$ cat src/rtl/neo_spike_detector.sv
// neo_spike_detector: sweeps the NEO result memory after a start pulse and
// emits every location whose signed value is strictly above a latched threshold.
// Latency: start edge -> address 0 compared next cycle; 1 cycle per miss; 1 + HOLD cycles per hit.
// Backpressure: a pending spike event parks the sweep in HOLD until spike_ready is seen high.
//
// Ports:
//   Clk, reset          clock (rising edge), asynchronous active-high reset
//   start, thresh       sweep request pulse and detection threshold (latched on accept)
//   raddr, rdata        result memory address / combinational read data
//   spike_valid/ready   event handshake; spike_addr / spike_value carry the event
//   spike_count         events accepted in the current/last sweep
//   busy, done          not-IDLE flag and one-cycle end-of-sweep pulse
//
// Optional feature: define NEO_REFRACTORY_EN to blank REFRACT addresses after
// each accepted spike (they are still stepped, one cycle each, but never hit).

module neo_spike_detector #(
  parameter int N       = 16,
  parameter int M       = 32,
  parameter int REFRACT = 4
) (
  input  logic                   Clk,
  input  logic                   reset,
  input  logic                   start,
  input  logic signed [N-1:0]    thresh,
  output logic [$clog2(M)-1:0]   raddr,
  input  logic signed [N-1:0]    rdata,
  output logic                   spike_valid,
  input  logic                   spike_ready,
  output logic [$clog2(M)-1:0]   spike_addr,
  output logic signed [N-1:0]    spike_value,
  output logic [$clog2(M):0]     spike_count,
  output logic                   busy,
  output logic                   done
);

  localparam int AW = $clog2(M);
  localparam logic [AW-1:0] LAST_ADDR = AW'(M - 1);

  // Blanking length loaded after each accepted spike. With the feature off it
  // is zero, so the counter never leaves zero and every address is compared.
`ifdef NEO_REFRACTORY_EN
  localparam int REFR_LEN = REFRACT;
`else
  localparam int REFR_LEN = 0;
`endif
  localparam int RW = $clog2(REFRACT + 2);
  localparam logic [RW-1:0] REFR_LOAD = RW'(REFR_LEN);

  typedef enum logic [1:0] {
    IDLE = 2'd0,
    SCAN = 2'd1,
    HOLD = 2'd2,
    DONE = 2'd3
  } state_t;

  state_t                state_q, state_d;
  logic [AW-1:0]         idx_q, idx_d;
  logic signed [N-1:0]   thr_q, thr_d;
  logic                  valid_q, valid_d;
  logic [AW-1:0]         saddr_q, saddr_d;
  logic signed [N-1:0]   sval_q, sval_d;
  logic [AW:0]           count_q, count_d;
  logic [RW-1:0]         refr_q, refr_d;

  logic                  at_last;
  logic [AW-1:0]         idx_inc;
  logic                  hit;
  logic                  blanked;

  assign at_last = (idx_q == LAST_ADDR);
  assign idx_inc = idx_q + 1'b1;
  assign blanked = (refr_q != '0);
  // Signed strict compare: equality is not a hit.
  assign hit     = !blanked && (rdata > thr_q);

  always_ff @(posedge Clk or posedge reset) begin
    if (reset) begin
      state_q <= IDLE;
      idx_q   <= '0;
      thr_q   <= '0;
      valid_q <= 1'b0;
      saddr_q <= '0;
      sval_q  <= '0;
      count_q <= '0;
      refr_q  <= '0;
    end else begin
      state_q <= state_d;
      idx_q   <= idx_d;
      thr_q   <= thr_d;
      valid_q <= valid_d;
      saddr_q <= saddr_d;
      sval_q  <= sval_d;
      count_q <= count_d;
      refr_q  <= refr_d;
    end
  end

  always_comb begin
    state_d = state_q;
    idx_d   = idx_q;
    thr_d   = thr_q;
    valid_d = valid_q;
    saddr_d = saddr_q;
    sval_d  = sval_q;
    count_d = count_q;
    refr_d  = refr_q;

    unique case (state_q)
      IDLE: begin
        if (start) begin
          state_d = SCAN;
          idx_d   = '0;
          count_d = '0;
          thr_d   = thresh;
          refr_d  = '0;
        end
      end

      SCAN: begin
        if (hit) begin
          saddr_d = idx_q;
          sval_d  = rdata;
          valid_d = 1'b1;
          state_d = HOLD;
        end else begin
          if (blanked) begin
            refr_d = refr_q - 1'b1;
          end
          // A blanking window running past the last address is simply clipped.
          if (at_last) begin
            state_d = DONE;
          end else begin
            idx_d = idx_inc;
          end
        end
      end

      HOLD: begin
        if (spike_ready) begin
          valid_d = 1'b0;
          count_d = count_q + 1'b1;
          refr_d  = REFR_LOAD;
          if (at_last) begin
            state_d = DONE;
          end else begin
            idx_d   = idx_inc;
            state_d = SCAN;
          end
        end
      end

      DONE: begin
        // Return the index to 0 so raddr reads 0 while idle.
        idx_d   = '0;
        state_d = IDLE;
      end

      default: begin
        state_d = IDLE;
        idx_d   = '0;
      end
    endcase
  end

  assign raddr       = idx_q;
  assign spike_valid = valid_q;
  assign spike_addr  = saddr_q;
  assign spike_value = sval_q;
  assign spike_count = count_q;
  assign busy        = (state_q != IDLE);
  assign done        = (state_q == DONE);

endmodule

$ cat config.mk
export PLATFORM = sky130hd
export DESIGN_NAME = neo_spike_detector
export DESIGN_NICKNAME = d
export VERILOG_FILES = /design/src/rtl/neo_spike_detector.sv
export SDC_FILE = /design/constraint.sdc
export NUM_CORES = 1
export LEC_CHECK = 0
export ABC_AREA = 1
export BUFFER_PORTS_ARGS = -buffer_cell sky130_fd_sc_hd__buf_2
export CAP_MARGIN = 25
export CORE_AREA = 2 2 88 90
export DETAILED_ROUTE_END_ITERATION = 16
export DIE_AREA = 0 0 90 92
export SLEW_MARGIN = 5
export SYNTH_ARGS = -nofsm -noshare
export SYNTH_HDL_FRONTEND = slang
export SYNTH_SLANG_ARGS = --single-unit
$ cat constraint.sdc
create_clock -name Clk -period 5.47 [get_ports Clk]
set_input_delay 0.547 -clock Clk [delete_from_list [all_inputs] [get_ports Clk]]
set_output_delay 0.547 -clock Clk [all_outputs]
set_load 0.01 [all_outputs]
==> impl_table.tex <==
\begin{tabular}{lr}
\hline
Metric & Value \\
\hline
\multicolumn{2}{l}{\textbf{Floorplan}} \\
\quad Effective utilization at floorplan & 38.07\% \\
\quad Height of the die & 92 um \\
\quad Die X-Extent & 90 um \\
\quad Cell Rows & 32 \\
\quad Core outline area & $\sim$7400 sq um \\
\quad I/O pin cnt & 71 \\
\quad Die Outline Area & 8280 sq um \\
\multicolumn{2}{l}{\textbf{Clocking}} \\
\quad Number of clock sinks & between 50 and 60 \\
\quad Number of buffers created by CTS & 5 \\
\quad Hold-fix buffer count after cts & 0 \\
\quad Clock transition at the registers of the reported paths & around 100 ps \\
\quad Number of buffers inserted by post-CTS setup repair & 0 \\
\quad Buffers from clock root to sink, at most & 2 \\
\quad CTS HTree Levels & 2 \\
\quad Clk Latency, worst-skew pair & 320 ps \\
\quad Clock tree from TritonCTS & done \\
\quad Count of instances resized after the clock tree is built & 0 \\
\quad Root buffer cell & clkbuf\_8 \\
\multicolumn{2}{l}{\textbf{Hold path}} \\
\quad HP Class & in -> async \\
\multicolumn{2}{l}{\textbf{Global route}} \\
\quad All-Layer GR Usage & 15.48\% \\
\quad Largest net degree at the start of global routing & 55 \\
\quad Number of antenna violations at the first check in global routing & 0 \\
\quad Total grt overflow & 0 \\
\quad Global-route wire length before repair & 10.45 mm \\
\quad Vias in the first global route & 2217 \\
\multicolumn{2}{l}{\textbf{Finish}} \\
\quad Antenna diode count & 0 \\
\quad Layout Cells excl Fill & 515 \\
\quad Proportion of layout cells with a drive suffix above 1 & 22.03\% \\
\quad Most frequent standard cell in the layout excluding fill and tap cells & nand2\_1 \\
\quad Number of nets in the final layout & 474 \\
\quad Commonest cells after routing, fill and taps aside & nand2\_1, buf\_2, dfrtp\_1 \\
\quad Post-route cell area & $\sim$3400 sq um \\
\quad Relative area change from synthesis to final layout & 20.21\% \\
\multicolumn{2}{l}{\textbf{Placed design}} \\
\quad Buffers on Ports & 70 \\
\quad Area of placed instances & 3274 sq um \\
\quad RePlAce Congestion & 0.7662 \\
\quad Dpl cells & 506 \\
\quad Detailed-placement wirelength estimate & between 4 and 5 mm \\
\multicolumn{2}{l}{\textbf{Route}} \\
\quad Length of the first detailed-routing pass in iterations & 6 \\
\quad Residual DRC & 0 \\
\quad Detailed router's first-iteration violation count & between 70 and 80 \\
\quad Count of antenna-violating nets left after detailed routing & 0 \\
\quad Avg Vias per Cell & approximately 4.5 \\
\quad Via count & 2333 \\
\quad Post-Route WL & around 6.2 mm \\
\quad Mean routed wirelength per cell & 11.97 um \\
\multicolumn{2}{l}{\textbf{Worst setup path}} \\
\quad Worst Setup Start Kind & flop \\
\quad Crit path max-delay family & simple AND/OR/NAND/NOR gates \\
\quad Arrival time of the worst setup path & about 2600 ps \\
\quad Ordered cell list for the critical path & inv\_1 > ha\_1 > nand2\_1 > inv\_1 > nand2\_1 > nand2\_1 > a21oi\_1 > nand3\_1 > nand2\_2 > nand4\_4 > inv\_2 > nand2\_1 > nand2\_1 \\
\quad Worst setup EP type & flop \\
\quad CP bufs+invs & 3 \\
\quad Standard cell with the maximum stage delay on the critical path & inv\_2 \\
\quad Critical Setup Path Class & reg -> reg \\
\quad Crit-path max cell delay & between 400 and 500 ps \\
\quad Critical path data required time & 5730 ps \\
\quad Cell occurring most often along the worst timing path & nand2\_1 \\
\quad Highest net fanout along the worst path & 30 \\
\multicolumn{2}{l}{\textbf{Synth}} \\
\quad Top-area cell type share of the netlist area & 47.66\% \\
\quad Cell area after technology mapping & about 2800 sq um \\
\quad Synth Warn \# & 0 \\
\quad Gate count of the mapped netlist & 340 \\
\quad Avg Synthesized Cell Area & 8.339 sq um \\
\quad Post-synthesis register bit count & between 50 and 60 \\
\quad Cell taking the most area after synthesis & dfrtp\_1 \\
\quad Register area share after synthesis & 47.66\% \\
\quad Biggest area contributors in the synthesized netlist & dfrtp\_1, nand2\_1, ha\_1, inv\_1, a21oi\_1 \\
\quad Synth unique cells & 32 \\
\quad Post-synth net total & 402 \\
\multicolumn{2}{l}{\textbf{Timing}} \\
\quad Final period util & 43.36\% \\
\quad Tmin final & around 2400 ps \\
\quad Count of endpoints failing hold in the final timing report & 0 \\
\quad Setup TNS & 0 ps \\
\quad Count of final setup violators & 0 \\
\quad Unrepaired setup endpoints after global routing & no \\
\quad Highest achievable clock rate & 421.6 MHz \\
\quad Skew final & just over 10 ps \\
\quad Transition at the pin with the smallest max-transition slack & 681.0 ps \\
\quad Worst slew margin & 54.60\% \\
\quad Slew Viols, Final & 0 \\
\multicolumn{2}{l}{\textbf{Pwr}} \\
\quad Reported leakage power & 1.941 nW \\
\quad Max VDD drop & around 0.21 mV \\
\quad Power density over cell area & about 500 nW/um\^{}2 \\
\quad Total power after layout & 1.694 mW \\
\multicolumn{2}{l}{\textbf{Run status}} \\
\quad Result of the run & complete, no violations \\
\multicolumn{2}{l}{\textbf{Run}} \\
\quad MaxCap Viol Count & 0 \\
\hline
\end{tabular}
## per-layer routing
metal | wire length, um | vias to the layer above | GRT usage [%] | part of all wire [%]
li1 | - | 1208 | - | -
met1 | 2919 | 1061 | 20.97 | 47
met2 | 2797 | 58 | 25.13 | 45
met3 | 385 | 6 | 3.698 | 6.2
met4 | 61 | 0 | 3.846 | 0.99
met5 | 0 | - | 0 | 0
## state kept, by name, indices dropped and copies added (netlist names)
name / cells
state_q: 2
spike_value: 16
spike_addr: 5
raddr: 5
refr_q: 3
thr_q: 16
spike_valid: 1
spike_count: 6
## where the power goes
group	internal, mW	switching (mW)	total (mW)
Combinational	0.301	0.497	0.797
Sequential	0.551	0.0766	0.628
Clock	0.137	0.132	0.269
## per-stage QoR
step | hold slack [ps] | utilization, % | worst slack, ps
3_3_place_gp | 465.2 | 43.97 | 2853
4_1_cts | 429.6 | 45.40 | 3046
6_report | 408.7 | 45.77 | 3098
3_5_place_dp | 465.6 | 43.97 | 2774
2_1_floorplan | 483.5 | - | 3484
5_1_grt | 453.4 | 45.77 | 2772
## synth_stat cells
| cell | instances |
|---|---|
| nand2_1 | 109 |
| dfrtp_1 | 54 |
| inv_1 | 43 |
| nor2_1 | 28 |
| ha_1 | 26 |
| a21oi_1 | 24 |
| nand3_1 | 13 |
| o21ai_0 | 9 |
| nor3_1 | 3 |
| o21ai_1 | 3 |
| buf_1 | 2 |
| buf_6 | 2 |
| nand2_2 | 2 |
| nor2_2 | 2 |
| or2_2 | 2 |
| xor2_1 | 2 |
| a211oi_1 | 1 |
| and3_1 | 1 |
| buf_2 | 1 |
| buf_4 | 1 |
| clkbuf_1 | 1 |
| inv_2 | 1 |
| mux2_2 | 1 |
| nand2_4 | 1 |
| nand4_1 | 1 |
| nand4_2 | 1 |
| nand4_4 | 1 |
| nor3b_2 | 1 |
| o21a_1 | 1 |
| o21bai_1 | 1 |
| o22ai_1 | 1 |
| o31ai_1 | 1 |
## worst paths after layout
path	start	end	slack [ps]	cells past startpoint
max	thr_q[11]	spike_value[4]	3100	13
min	reset	thr_q[13]	410	3
max reg2reg	thr_q[11]	spike_value[4]	3100	13
min reg2reg	spike_value[11]	spike_value[11]	490	2
max in group asynchronous	reset	spike_value[7]	4610	3
min in group Clk	rdata[11]	spike_value[11]	440	3
## area by class of cell
class                           instances  area, sq um
Clock buffer                            7        76.32
Inverter                               44        165.2
Sequential cell                        54         1351
Fill cell                             792         4039
Clock inverter                          1        30.03
Timing Repair Buffer                   72        385.4
Tap cell                              102        127.6
Multi-Input combinational cell        235         1272
## worst min-delay path: stages
cell	delay [ps]
buf_2	100
inv_2	30
buf_4	540
## cell families after synthesis
logic type                 share of synthesized area (%)
and+or+nand+nor                                    24.76
adders and majority gates                          11.47
buffers and inverters                              7.458
xor gates and xnor gates                          0.6179
AOI/OAI and AO/OA                                  7.635
muxes                                             0.3971
DFF                                                47.66
No activity file was read; power rests on OpenSTA's default activity.
